$ cat src/rtl/fifo_pkg.sv
// Shared constants and state type for the FIFO word packer.
// Byte width, packing factor and derived word/counter widths.
package fifo_pkg;

  localparam int DATA_W = 8;
  localparam int BYTES  = 4;
  localparam int OUT_W  = DATA_W * BYTES;
  localparam int CNT_W  = $clog2(BYTES) + 1;

  typedef enum logic [1:0] {
    IDLE,
    READ,
    LATCH,
    EMIT
  } packer_state_t;

endpackage

$ cat src/rtl/byte_accumulator.sv
// Lane-indexed byte accumulator for the word packer.
// Lanes at or above the used count read back as zero.
module byte_accumulator #(
  parameter int DATA_W = 8,
  parameter int BYTES  = 4,
  parameter int CNT_W  = 3
) (
  input  logic                      clk,
  input  logic                      rst_i,
  input  logic                      clr_i,
  input  logic                      wr_i,
  input  logic [CNT_W-1:0]          lane_i,
  input  logic [DATA_W-1:0]         data_i,
  input  logic [CNT_W-1:0]          used_i,
  output logic [DATA_W*BYTES-1:0]   word_o
);

  logic [BYTES-1:0][DATA_W-1:0] acc_q;
  logic [BYTES-1:0][DATA_W-1:0] acc_d;

  always_comb begin
    acc_d = acc_q;
    if (clr_i) begin
      acc_d = '0;
    end else if (wr_i) begin
      for (int k = 0; k < BYTES; k++) begin
        if (lane_i == CNT_W'(k)) begin
          acc_d[k] = data_i;
        end
      end
    end
  end

  always_ff @(posedge clk or posedge rst_i) begin
    if (rst_i) begin
      acc_q <= '0;
    end else begin
      acc_q <= acc_d;
    end
  end

  always_comb begin
    word_o = '0;
    for (int k = 0; k < BYTES; k++) begin
      if (CNT_W'(k) < used_i) begin
        word_o[k*DATA_W +: DATA_W] = acc_q[k];
      end
    end
  end

endmodule

$ cat src/rtl/fifo_word_packer.sv
// Pops bytes from a registered-flag FIFO and packs them
// little-endian into words on a valid/ready output.
module fifo_word_packer
  import fifo_pkg::*;
(
  input  logic             clk,
  input  logic             reset,
  input  logic             fifo_empty,
  input  logic [DATA_W-1:0] fifo_data,
  output logic             fifo_rd_en,
  input  logic             flush,
  output logic             out_valid,
  input  logic             out_ready,
  output logic [OUT_W-1:0] out_data,
  output logic [CNT_W-1:0] out_bytes,
  output logic             busy
);

  packer_state_t    state_q;
  packer_state_t    state_d;
  logic [CNT_W-1:0] cnt_q;
  logic [CNT_W-1:0] cnt_d;
  logic             pend_q;
  logic             pend_d;
  logic             pend_clr;
  logic             acc_wr;
  logic             acc_clr;
  logic [OUT_W-1:0] word;

  // READ -> LATCH -> IDLE spacing lets the registered empty
  // flag settle before it is sampled again.
  always_comb begin
    state_d  = state_q;
    cnt_d    = cnt_q;
    acc_wr   = 1'b0;
    acc_clr  = 1'b0;
    pend_clr = 1'b0;
    unique case (state_q)
      IDLE: begin
        if (pend_q && cnt_q != '0) begin
          state_d = EMIT;
        end else if (pend_q) begin
          pend_clr = 1'b1;
        end else if (!fifo_empty) begin
          state_d = READ;
        end
      end
      READ: begin
        state_d = LATCH;
      end
      LATCH: begin
        acc_wr = 1'b1;
        cnt_d  = cnt_q + 1'b1;
        if (cnt_d == CNT_W'(BYTES)) begin
          state_d = EMIT;
        end else begin
          state_d = IDLE;
        end
      end
      EMIT: begin
        if (out_ready) begin
          acc_clr  = 1'b1;
          cnt_d    = '0;
          pend_clr = 1'b1;
          state_d  = IDLE;
        end
      end
      default: begin
        state_d = IDLE;
      end
    endcase
    pend_d = pend_clr ? 1'b0 : (pend_q | flush);
  end

  always_ff @(posedge clk or posedge reset) begin
    if (reset) begin
      state_q <= IDLE;
      cnt_q   <= '0;
      pend_q  <= 1'b0;
    end else begin
      state_q <= state_d;
      cnt_q   <= cnt_d;
      pend_q  <= pend_d;
    end
  end

  byte_accumulator #(
    .DATA_W (DATA_W),
    .BYTES  (BYTES),
    .CNT_W  (CNT_W)
  ) u_acc (
    .clk    (clk),
    .rst_i  (reset),
    .clr_i  (acc_clr),
    .wr_i   (acc_wr),
    .lane_i (cnt_q),
    .data_i (fifo_data),
    .used_i (cnt_q),
    .word_o (word)
  );

  assign fifo_rd_en = (state_q == READ);
  assign out_valid  = (state_q == EMIT);
  assign out_data   = out_valid ? word : '0;
  assign out_bytes  = out_valid ? cnt_q : '0;
  assign busy       = (state_q != IDLE) || (cnt_q != '0);

endmodule

$ cat config.mk
export PLATFORM = sky130hd
export DESIGN_NAME = fifo_word_packer
export DESIGN_NICKNAME = d
export VERILOG_FILES = /design/src/rtl/fifo_pkg.sv /design/src/rtl/byte_accumulator.sv /design/src/rtl/fifo_word_packer.sv
export SDC_FILE = /design/constraint.sdc
export NUM_CORES = 1
export LEC_CHECK = 0
export ABC_CLOCK_PERIOD_IN_PS = 4510
export BUFFER_PORTS_ARGS = -buffer_cell sky130_fd_sc_hd__buf_2
export CAP_MARGIN = 30
export CORE_UTILIZATION = 40
export DETAILED_ROUTE_END_ITERATION = 8
export PLACE_DENSITY = 0.65
export SETUP_SLACK_MARGIN = 0.2
export SLEW_MARGIN = 0
export SYNTH_ARGS = -nofsm -noshare
export SYNTH_HDL_FRONTEND = slang
export SYNTH_SLANG_ARGS = --single-unit
$ cat constraint.sdc
create_clock -name clk -period 4.51 [get_ports clk]
set_clock_uncertainty 0.15 [all_clocks]
set_input_delay 0.2255 -clock clk [delete_from_list [all_inputs] [get_ports clk]]
set_output_delay 0.2255 -clock clk [all_outputs]
set_load 0.01 [all_outputs]
======== After elaboration in Yosys (flattened, before gate mapping) ========
Cells that the tools add are included.
storage, ports and cells
  output and inout port bits .............. 38
  word-level logic and storage cells ...... 68
  bits of input ports ..................... 13
  flip-flop bits (word level) ............. 38
cells by class
  reductions and logical operators ........ 18
  magnitude comparators ................... 4
  bitwise operators ....................... 1
  $add $sub $neg .......................... 1
  eq/ne operators ......................... 10
  muxes and demuxes ....................... 27
operator list
  operator             count
  $mux 32              3
  $mux 8               8
  $reduce_bool 2->1    7
  $mux 2               5
  $reduce_and 2->1     5
  $pmux 2 s4           1
  $eq 3x2->1 const B   2
  $lt 1x3->1 const A   2
  $lt 2x3->1 const A   2
  $mux 1               6
  $mux 3               2
  $ne 3x3->1 const B   2
  $pmux 3 s2           1
  $eq 2x2->1 const B   2
  $add 3x1->3 const B  1
  $eq 3x1->1 const B   1
  $eq 3x3->1 const B   1
  $logic_not 3->1      1
  $reduce_and 3->1     1
  $reduce_bool 3->1    1
  $eq 2x1->1 const B   1
  $logic_not 2->1      1
  $ne 2x1->1 const B   1
  $pmux 1 s2           1
  other kinds (3)      3

======== Depth between registers and ports, before layout ========
Gate-level depths: netlist (run 1).
  depth in word-level cells ............... 5
  gate-level depth with buffers ........... 7
  gate-level depth less buffers ........... 6

======== Hierarchy ========
A second synthesis (run 1) with hierarchy kept.
unflattened totals
  cells, all modules ...................... 241
  area total of the unflattened synthesis .. 2387.3 µm²
by module, submodules not included
  module            sequential area each (µm²)  area an instance (µm²)  cells each  times used
  byte_accumulator  800.8                       1692.9                  155         1
  fifo_word_packer  150.1                       694.4                   86          1

======== Worst setup path after synthesis (run 1) ========
OpenSTA, ideal clock, no wires.
  kind .................................... reg-to-reg
  start point ............................. register cnt_q[0]
  end point ............................... register state_q[1]
  setup slack ............................. 2575 ps
  library setup time ...................... 128 ps
  data required time ...................... 4232 ps
  path buffers ............................ 0
  stages on the path, launching flop included .. 7
  arrival ................................. 1658 ps
  clock period less this slack ............ 1935 ps
  path through ............................ dfrtp_1 inv_1 ha_1 nor2b_2 nand2b_4 a311oi_2 mux2_1
between the ends
  word-level cells in the longest chain between the ends .. 4
  elaborated cells on any way between the ends .. 10
  those cells by class .................... add/sub: 1; eq/ne: 3; mux: 3; reduce/logical: 3
ends and longest elaborated chain
  item                                              RTL line                                        source
  from (decl)                                       fifo_word_packer.sv:21                          logic [CNT_W-1:0] cnt_q;
  from (signal assigned)                            fifo_word_packer.sv:82                          cnt_q <= cnt_d;
  $add 3x1->3 or $reduce_bool 3->1 (tied branches)  fifo_word_packer.sv:53, fifo_word_packer.sv:40
  $eq 3x3->1 or $logic_and 1x1->1 (tied branches)   fifo_word_packer.sv:54, fifo_word_packer.sv:40
  $mux 2 (tied with other cells)                    fifo_word_packer.sv:54                          if (cnt_d == CNT_W'(BYTES)) begin
  $pmux 2 s4 or $reduce_and 3->1 (tied branches)    -
  to (signal assigned)                              fifo_word_packer.sv:81                          state_q <= state_d;
  to (decl)                                         fifo_word_packer.sv:19                          packer_state_t state_q;
Parallel ways exist; a longest one is shown, timed or not.
A chain may end at the register's enable or synchronous reset.

======== Final worst setup path (run 1) ========
  start point ............................. register state_q[0]
  end point ............................... register u_acc.acc_q[11] (netlist bit)
between the ends
  word-level cells in the longest chain between the ends .. 4
  elaborated cells on any way between the ends .. 8
  those cells by class .................... eq/ne: 2; mux: 3; reduce/logical: 3
ends and longest elaborated chain
  item                                RTL line                source
  $eq 2x2->1                          fifo_word_packer.sv:38  unique case (state_q)
  $mux 1                              fifo_word_packer.sv:38
  $reduce_bool 2->1 (no source line)  -
  $reduce_and 2->1 (no source line)   -
  to (signal assigned)                byte_accumulator.sv:36  acc_q <= '0;
  to (signal assigned)                byte_accumulator.sv:38  acc_q <= acc_d;
  to (decl)                           byte_accumulator.sv:18  logic [BYTES-1:0][DATA_W-1:0] acc_q;
Parallel ways exist; a longest one is shown, timed or not.

==> out/metrics.yaml, run 1 <==
io_buffers: 50
routabilityCongestion: 0.8102
synthTopCellsByArea: "dfrtp_1 (47%), and2_1 (8.6%), nand2_1 (6.8%)"
grt_pass1_vias: 1625
overflow: 0
n_antenna_cell: 0
synth_top_area_share: 0.4660
hp-class: "input pin to register"
synth_xor_area_frac: 0.004292
max_cap_viol_count: 0
wl_per_cell_um: 13.96
netlist.top_cell.by_area: "dfrtp_1"
viasPerCell: 5.053
synth.most_common_cell: "dfrtp_1"
nFillCells: 512
dpl.hpwl_mm: 3.359
syn_area_per_cell_um2: 9.030
cp_max_fo: 15
setup_viol: 0
vdd_drop_max_mv: 0.2157
cts_tree: "yes"
drc: 0
rows: 25
yosys_most_used_dff: "dfrtp_1"
stdcell_area_um2: 2419
cts.path.max_buffers: 2
seq_power_share: 0.433
hold_viol: 0
slowest_delay_ps: 650
r2r_slack_ps: 1700
cts_hold_buf: 1
root_buffer: "clkbuf_8"
cts_max_level: 2
synth_compound_area_frac: 0.1036
synth_edf_count: 0
fin_crit_sh: 0.6233
cp_slowest_cell: "nor2b_1"
netlist-cell-type-count: 30
grt_max_degree: 39
clkPwrFrac: 0.161
num_vias: 1713
power_switching_mw: 0.5141
die-area_um2: 5391
cp.arrival_ps: 2800
layout_min_cycle_time_ps: 2811
comb_power_share: 0.406
worst_slew_pin_slew_ps: 715.0
start_util: 0.4236
leakage_nw: 1.254
syn_nets: 248
post_cts_resized: 0
pin_count: 51
async_flop_share: 1.000
setup_tns_ps: 0
status: "complete, no violations"
clk_latency_ps: 280
intPower_mw: 0.8017
clock.fmax_mhz: 355.7
power_per_cell_area_nw_per_um2: 544.0
grt_usage: 0.1933
relSlewSlack: 0.5223
syn-cell-area_um2: 2041
numCtsBuffers: 5
rsz0062_at_grt: "no"
drt-total-wl_mm: 4.734
endpoint_kind: "register"
drt-pass1-iter-count: 4
post_cts_buffers: 0
holdWs_ps: 19.72
nets: 294
crit_required_ps: 4500
regArea_um2: 950.9
areaGrowthSynthToFinish_pct: 18.52
dpl-instance-area_um2: 2332
antenna_found_initial: 0
fp.coreArea_um2: 4817
drv_slew: 0
p_sw_frac: 0.3907
ant_nets: 0
criticalPathCategory: "register to register"
die_height_um: 73.43
multi_input_area_um2: 1006
grt_pass1_wl_mm: 7.859
synthSimpleGateAreaFrac: 0.2802
yosys-top-cells-count: "dfrtp_1 (38), nand2_1 (37), and2_1 (28)"
clock_sinks: 38
yosys-mux-area-fraction: 0.04966
drive_gt1_frac: 0.2243
synth_top_family_by_area: "simple AND/OR/NAND/NOR gates"
startpoint_type: "register"
crit_chain: "inv_1 > ha_1 > nor2b_1 > and3_1 > mux2i_1 > nor2_1"
syn_inst: 226
drtIter0Drc: 140
fp.dieW_um: 73.43
clk_pin_slew_worst_paths_ps: 60
seq_area_frac_synth: 0.4660
synth-seq-cells: 38
yosys.area_share.adder: 0.05518
ys_warn_count: 0
cells in the final DEF, fill, tap and decap left out, drive strengths merged, types with 7 or more instances in the layout:
| cell type | netlist | final |
|---|---|---|
| clkbuf | 7 | 7 |
| and3 | 11 | 11 |
| nand2 | 37 | 37 |
| nand3 | 18 | 18 |
| dfrtp | 38 | 38 |
| and2 | 28 | 28 |
| ha | 9 | 9 |
| mux2i | 9 | 9 |
| a21oi | 26 | 26 |
| nor2 | 12 | 12 |
| buf | 7 | 52 |
sequential cells by signal, summed over array words and instances, names as in the netlist:
signal	flops
pend_q	1
state_q	2
cnt_q	3
u_acc.acc_q	32
power groups by stage:
| stage | Clock [mW] | Combinational (mW) | Sequential (mW) |
|---|---|---|---|
| 2_1_floorplan | 0 | 0.435 | 0.536 |
| 3_3_place_gp | 0 | 0.515 | 0.572 |
| 3_5_place_dp | 0 | 0.538 | 0.572 |
| 4_1_cts | 0.218 | 0.539 | 0.567 |
| 5_1_grt | 0.237 | 0.602 | 0.591 |
| 6_report | 0.211 | 0.534 | 0.570 |
kinds of logic after synthesis:
logic type,after synthesis
buf+inv,19
simple gates,113
xor+xnor,1
mux,10
flops,38
compound gates,36
fa+ha+maj,9
routing by layer:
metal  routed length (µm)  part of all wire  global-route usage
met4                   25            0.0053             0.03846
met1                 2208              0.47              0.2671
met5                    0                 0                   0
met2                 2232              0.47              0.3086
met3                  267             0.056             0.04938
final timing paths:
| kind | cells after the start | endpoint | from |
|---|---|---|---|
| max | 6 | u_acc.acc_q[11]$_DFFE_PP0P_ | state_q[0]$_DFFE_PP0P_ |
| min | 2 | pend_q$_DFF_PP0_ | flush |
| max reg2reg | 6 | u_acc.acc_q[11]$_DFFE_PP0P_ | state_q[0]$_DFFE_PP0P_ |
| min reg2reg | 2 | u_acc.acc_q[12]$_DFFE_PP0P_ | u_acc.acc_q[12]$_DFFE_PP0P_ |
| max in group asynchronous | 4 | u_acc.acc_q[23]$_DFFE_PP0P_ | reset |
| min in group asynchronous | 4 | state_q[0]$_DFFE_PP0P_ | reset |
worst max-delay path: cells and delay by family, from the launching register on:
family	cells	cell delay, ps
adder cells (fa/ha/maj)	1	460
buffers and inverters	1	140
flip-flops	1	410
multiplexers	1	240
AND/OR/NAND/NOR	3	1280
through the flow:
stage | cells | worst slack [ps] | total power, mW | utilization
after floorplan | 226 | 2575 | 0.9716 | -
after global placement | 330 | 1866 | 1.087 | 0.4810
after detailed placement | 331 | 1745 | 1.110 | 0.4842
after CTS | 339 | 1749 | 1.323 | 0.5021
after global routing | 339 | 1522 | 1.430 | 0.5021
final | 339 | 1699 | 1.316 | 0.5021
layout make-up:
| cell class | instances | area share |
|---|---|---|
| clock buffer | 7 | 0.03156 |
| inverter | 5 | 0.007760 |
| timing repair buffer | 53 | 0.1169 |
| tap | 67 | 0.03466 |
| multi-input combinational | 169 | 0.4159 |
| sequential | 38 | 0.3932 |
Power figures use the tool's default switching activity.
==> run 2: changes to the inputs <==
--- a/config.mk
+++ b/config.mk
@@ -5,7 +5,7 @@
 export SDC_FILE = /design/constraint.sdc
 export NUM_CORES = 1
 export LEC_CHECK = 0
-export ABC_CLOCK_PERIOD_IN_PS = 4510
+export ABC_CLOCK_PERIOD_IN_PS = 2750
 export BUFFER_PORTS_ARGS = -buffer_cell sky130_fd_sc_hd__buf_2
 export CAP_MARGIN = 30
 export CORE_UTILIZATION = 40
==> constraint.sdc (replaced) <==
create_clock -name clk -period 2.75 [get_ports clk]
set_clock_uncertainty 0.15 [all_clocks]
set_input_delay 0.1375 -clock clk [delete_from_list [all_inputs] [get_ports clk]]
set_output_delay 0.1375 -clock clk [all_outputs]
set_load 0.01 [all_outputs]
==> out/metrics.yaml, run 2 (synthesis gave the netlist of run 1 again) <==
routabilityCongestion: 0.7897
areaGrowthSynthToFinish_pct: 24.95
relSlewSlack: 0.6078
n_antenna_cell: 0
drt-pass1-iter-count: 4
cp_slowest_cell: "ha_1"
regMostFlops: "u_acc.acc_q"
setup_viol: 0
nFillCells: 483
largest_reg_flops: 32
hp-class: "input pin to register"
leakage_nw: 1.320
grt_pass1_vias: 1635
start_util: 0.4236
grt_pass1_wl_mm: 8.073
drive_gt1_frac: 0.2332
num_vias: 1775
post_cts_buffers: 0
numCtsBuffers: 5
die-area_um2: 5391
root_buffer: "clkbuf_8"
cts_max_level: 2
clock_sinks: 38
drtIter0Drc: 115
io_buffers: 50
pin_count: 51
startpoint_type: "register"
fp.dieW_um: 73.43
vdd_drop_max_mv: 0.3477
drc: 0
grt_max_degree: 39
dpl.hpwl_mm: 3.333
wl_per_cell_um: 14.00
rows: 25
crit_chain: "ha_1 > nor2b_1 > and2_1 > buf_2"
status: "complete, no violations"
criticalPathCategory: "register to output pin"
cts_tree: "yes"
layout_min_cycle_time_ps: 2282
viasPerCell: 5.071
crit_buf_inv: 1
final_cell_mix: "buf_2 (50), dfrtp_1 (38), nand2_1 (37), and2_1 (28), a21oi_1 (26)"
power_per_cell_area_nw_per_um2: 906.7
crit_required_ps: 2460
max_cap_viol_count: 0
clk_pin_slew_worst_paths_ps: 70
clock.fmax_mhz: 438.2
cp.arrival_ps: 1990
nets: 305
cp_max_fo: 20
final_common_cell: "buf_2"
worst_slew_pin_slew_ps: 588.4
overflow: 0
grt_usage: 0.2043
cts.path.max_buffers: 2
total_power_mw: 2.312
multi_input_area_um2: 1006
fin_crit_sh: 0.8299
setup_tns_ps: 0
hold_viol: 0
drt-total-wl_mm: 4.901
drv_slew: 0
clk_latency_ps: 280
regArea_um2: 950.9
ant_nets: 0
top_regs: "u_acc.acc_q: 32 flops, cnt_q: 3 flops, state_q: 2 flops"
rsz0062_at_grt: "no"
crit_family: "simple AND/OR/NAND/NOR gates"
endpoint_kind: "output pin"
slowest_delay_ps: 550
antenna_found_initial: 0
fp.coreArea_um2: 4817
die_height_um: 73.43
run 2: through the flow:
| stage | cell area [µm²] | util | std cells | setup WS [ps] | hold WS [ps] |
|---|---|---|---|---|---|
| after CTS | 2540 | 0.5273 | 349 | 434.2 | 3.050 |
| after detailed placement | 2347 | 0.4873 | 334 | 564.1 | 135.2 |
| after global routing | 2550 | 0.5294 | 350 | 297.9 | 35.12 |
| after global placement | 2347 | 0.4873 | 334 | 641.3 | 131.0 |
| final | 2550 | 0.5294 | 350 | 467.7 | 27.31 |
| after floorplan | 2041 | - | 226 | 814.9 | 118.2 |
run 2: path summary, 6_finish.rpt:
path                                             start  cells after the start  slack, ps                          end
min                                       fifo_data[6]                      3         30  u_acc.acc_q[22]$_DFFE_PP0P_
max reg2reg                       cnt_q[0]$_DFFE_PP0P_                      6        560       state_q[1]$_DFFE_PP0P_
max in group asynchronous                        reset                      4       1760   u_acc.acc_q[9]$_DFFE_PP0P_
min in group asynchronous                        reset                      4        360  u_acc.acc_q[24]$_DFFE_PP0P_
min reg2reg                u_acc.acc_q[11]$_DFFE_PP0P_                      2        370  u_acc.acc_q[11]$_DFFE_PP0P_
max                             state_q[1]$_DFFE_PP0P_                      4        470                 out_data[21]
run 2: power by group:
part,internal [mW],leakage [nW],switching [mW]
Sequential,0.774,0.497,0.147
Combinational,0.387,0.766,0.521
Clock,0.290,0.0573,0.193
Total,1.45,1.32,0.861
run 2: worst reg2reg max path: stages (launching register included):
cell      delay (ps)
dfrtp_1          500
inv_1            130
ha_1             210
nor2b_2          230
nand2b_4         190
a311oi_2         330
mux2_1           350
run 2: what timing repair did:
item	in CTS	in global routing
resized for setup	0	0
endpoints found under the hold margin	51	1
setup endpoints to repair	0	0
hold buffers	8	1
run 2: layout make-up:
class | count | area share
well taps | 67 | 0.03288
repair buffers | 64 | 0.1482
inverters | 5 | 0.007360
clock inverters | 1 | 0.01178
clock buffers | 6 | 0.03238
multi-input cells | 169 | 0.3945
flip-flops and latches | 38 | 0.3729
run 2: layer usage:
metal  global-route usage  share of wire  up-vias
met4              0.07051          0.012        0
met2               0.3333           0.47       61
met5                    0              0        -
met3              0.05761          0.050        7
li1                     -              -      868
met1               0.2608           0.46      839
==> run 3: changes to the inputs <==
--- a/config.mk
+++ b/config.mk
@@ -5,7 +5,7 @@
 export SDC_FILE = /design/constraint.sdc
 export NUM_CORES = 1
 export LEC_CHECK = 0
-export ABC_CLOCK_PERIOD_IN_PS = 2750
+export ABC_CLOCK_PERIOD_IN_PS = 2100
 export BUFFER_PORTS_ARGS = -buffer_cell sky130_fd_sc_hd__buf_2
 export CAP_MARGIN = 30
 export CORE_UTILIZATION = 40
==> constraint.sdc (replaced) <==
create_clock -name clk -period 2.1 [get_ports clk]
set_clock_uncertainty 0.15 [all_clocks]
set_input_delay 0.105 -clock clk [delete_from_list [all_inputs] [get_ports clk]]
set_output_delay 0.105 -clock clk [all_outputs]
set_load 0.01 [all_outputs]
==> out/metrics.yaml, run 3 (synthesis gave the netlist of run 1 again) <==
vdd_drop_max_mv: 0.4670
criticalPathCategory: "register to register"
start_util: 0.4236
endpoint_kind: "register"
hold_viol: 0
cp_max_fo: 4
holdWs_ps: 33.57
routabilityCongestion: 0.8952
clock.fmax_mhz: 535.5
wl_met3_um: 263
die_height_um: 73.43
root_buffer: "clkbuf_8"
status: "complete, no violations"
drt-total-wl_mm: 5.101
cts.path.max_buffers: 2
routed.top_layer: "met4"
relSlewSlack: 0.6672
fp.coreArea_um2: 4817
ant_nets: 0
largest_reg_flops: 32
wl_met2_mm: 2.455
clock_sinks: 38
clk_latency_ps: 280
nFillCells: 463
grt_pass1_vias: 1683
layout_min_cycle_time_ps: 1868
n_antenna_cell: 0
viasPerCell: 4.867
grt_usage: 0.2083
final_common_cell: "buf_2"
clk_pin_slew_worst_paths_ps: 70
dpl-instance-area_um2: 2394
final_cell_mix: "buf_2 (50), nand2_1 (36), dfrtp_1 (36), and2_1 (28), a21oi_1 (26)"
fin_crit_sh: 0.8893
worst_slew_pin_slew_ps: 499.2
drv_slew: 0
wl_per_cell_um: 14.09
areaGrowthSynthToFinish_pct: 29.31
numCtsBuffers: 5
drive_gt1_frac: 0.2847
dpl.hpwl_mm: 3.439
drt-met1-wl_mm: 2.316
nets: 317
max_cap_viol_count: 0
hp-class: "input pin to register"
crit_required_ps: 2120
setup_viol: 0
top_regs: "u_acc.acc_q: 32 flops, cnt_q: 3 flops, state_q: 2 flops"
grt_pass1_wl_mm: 8.369
drt-pass1-iter-count: 4
stdcell_area_um2: 2639
grt_max_degree: 39
cp.arrival_ps: 1890
rows: 25
fp.dieW_um: 73.43
num_vias: 1762
setup_tns_ps: 0
overflow: 0
post-route-util: 0.5478
startpoint_type: "register"
drc: 0
rsz0062_at_grt: "yes"
die-area_um2: 5391
multi_input_area_um2: 1026
regArea_um2: 953.4
antenna_found_initial: 0
cts_max_level: 2
power_per_cell_area_nw_per_um2: 1153
leakage_nw: 1.369
regMostFlops: "u_acc.acc_q"
pin_count: 51
cts_tree: "yes"
drtIter0Drc: 155
io_buffers: 50
run 3: where the power goes:
group / switching, mW / internal (mW) / total (mW)
sequential: 0.160 / 1.02 / 1.18
clock: 0.248 / 0.223 / 0.470
combinational: 0.772 / 0.623 / 1.39
total: 1.18 / 1.86 / 3.04
run 3: repair_timing:
action / CTS / global route
hold buffers: 10 / 0
endpoints found under the setup margin: 16 / 47
hold endpoints to repair: 66 / 0
setup buffers: 2 / 3
pin swaps: 1 / 3
cloned: 0 / 0
resized for setup: 4 / 5
run 3: final timing paths:
path                                        startpoint                     endpoint  slack [ps]  cells past startpoint
max reg2reg                     state_q[1]$_DFFE_PP0P_       state_q[1]$_DFFE_PP0P_         230                      5
max                             state_q[1]$_DFFE_PP0P_       state_q[1]$_DFFE_PP0P_         230                      5
max in group asynchronous                        reset         cnt_q[0]$_DFFE_PP0P_        1120                      4
min                                         fifo_empty       state_q[0]$_DFFE_PP0P_          30                      3
min in group asynchronous                        reset       state_q[1]$_DFFE_PP0P_         320                      4
min reg2reg                u_acc.acc_q[31]$_DFFE_PP0P_  u_acc.acc_q[31]$_DFFE_PP0P_         370                      2
run 3: through the flow:
stage	cells	total power, mW	worst slack, ps
3_5_place_dp	340	2.482	243.7
6_report	362	3.044	232.5
2_1_floorplan	226	2.089	206.2
4_1_cts	359	3.018	216.4
3_3_place_gp	340	2.447	277.8
5_1_grt	362	3.301	138.2
run 3: final cells by class:
class	count	area share
Clock buffer	5	0.02608
Clock inverter	2	0.003793
Inverter	5	0.007112
Multi-Input combinational cell	169	0.3888
Sequential cell	38	0.3613
Tap cell	67	0.03177
Timing Repair Buffer	76	0.1811
run 3: routing by layer:
layer | global-route usage | vias up
met1 | 0.2821 | 818
met3 | 0.03841 | 6
met4 | 0.07479 | 0
met2 | 0.3344 | 53
li1 | - | 885
met5 | 0 | -
run 3: critical path, cell delays in order (launching register included):
cell,delay [ps]
dfrtp_2,450
ha_4,190
buf_4,140
nor2b_1,160
a311oi_2,320
mux2_1,350
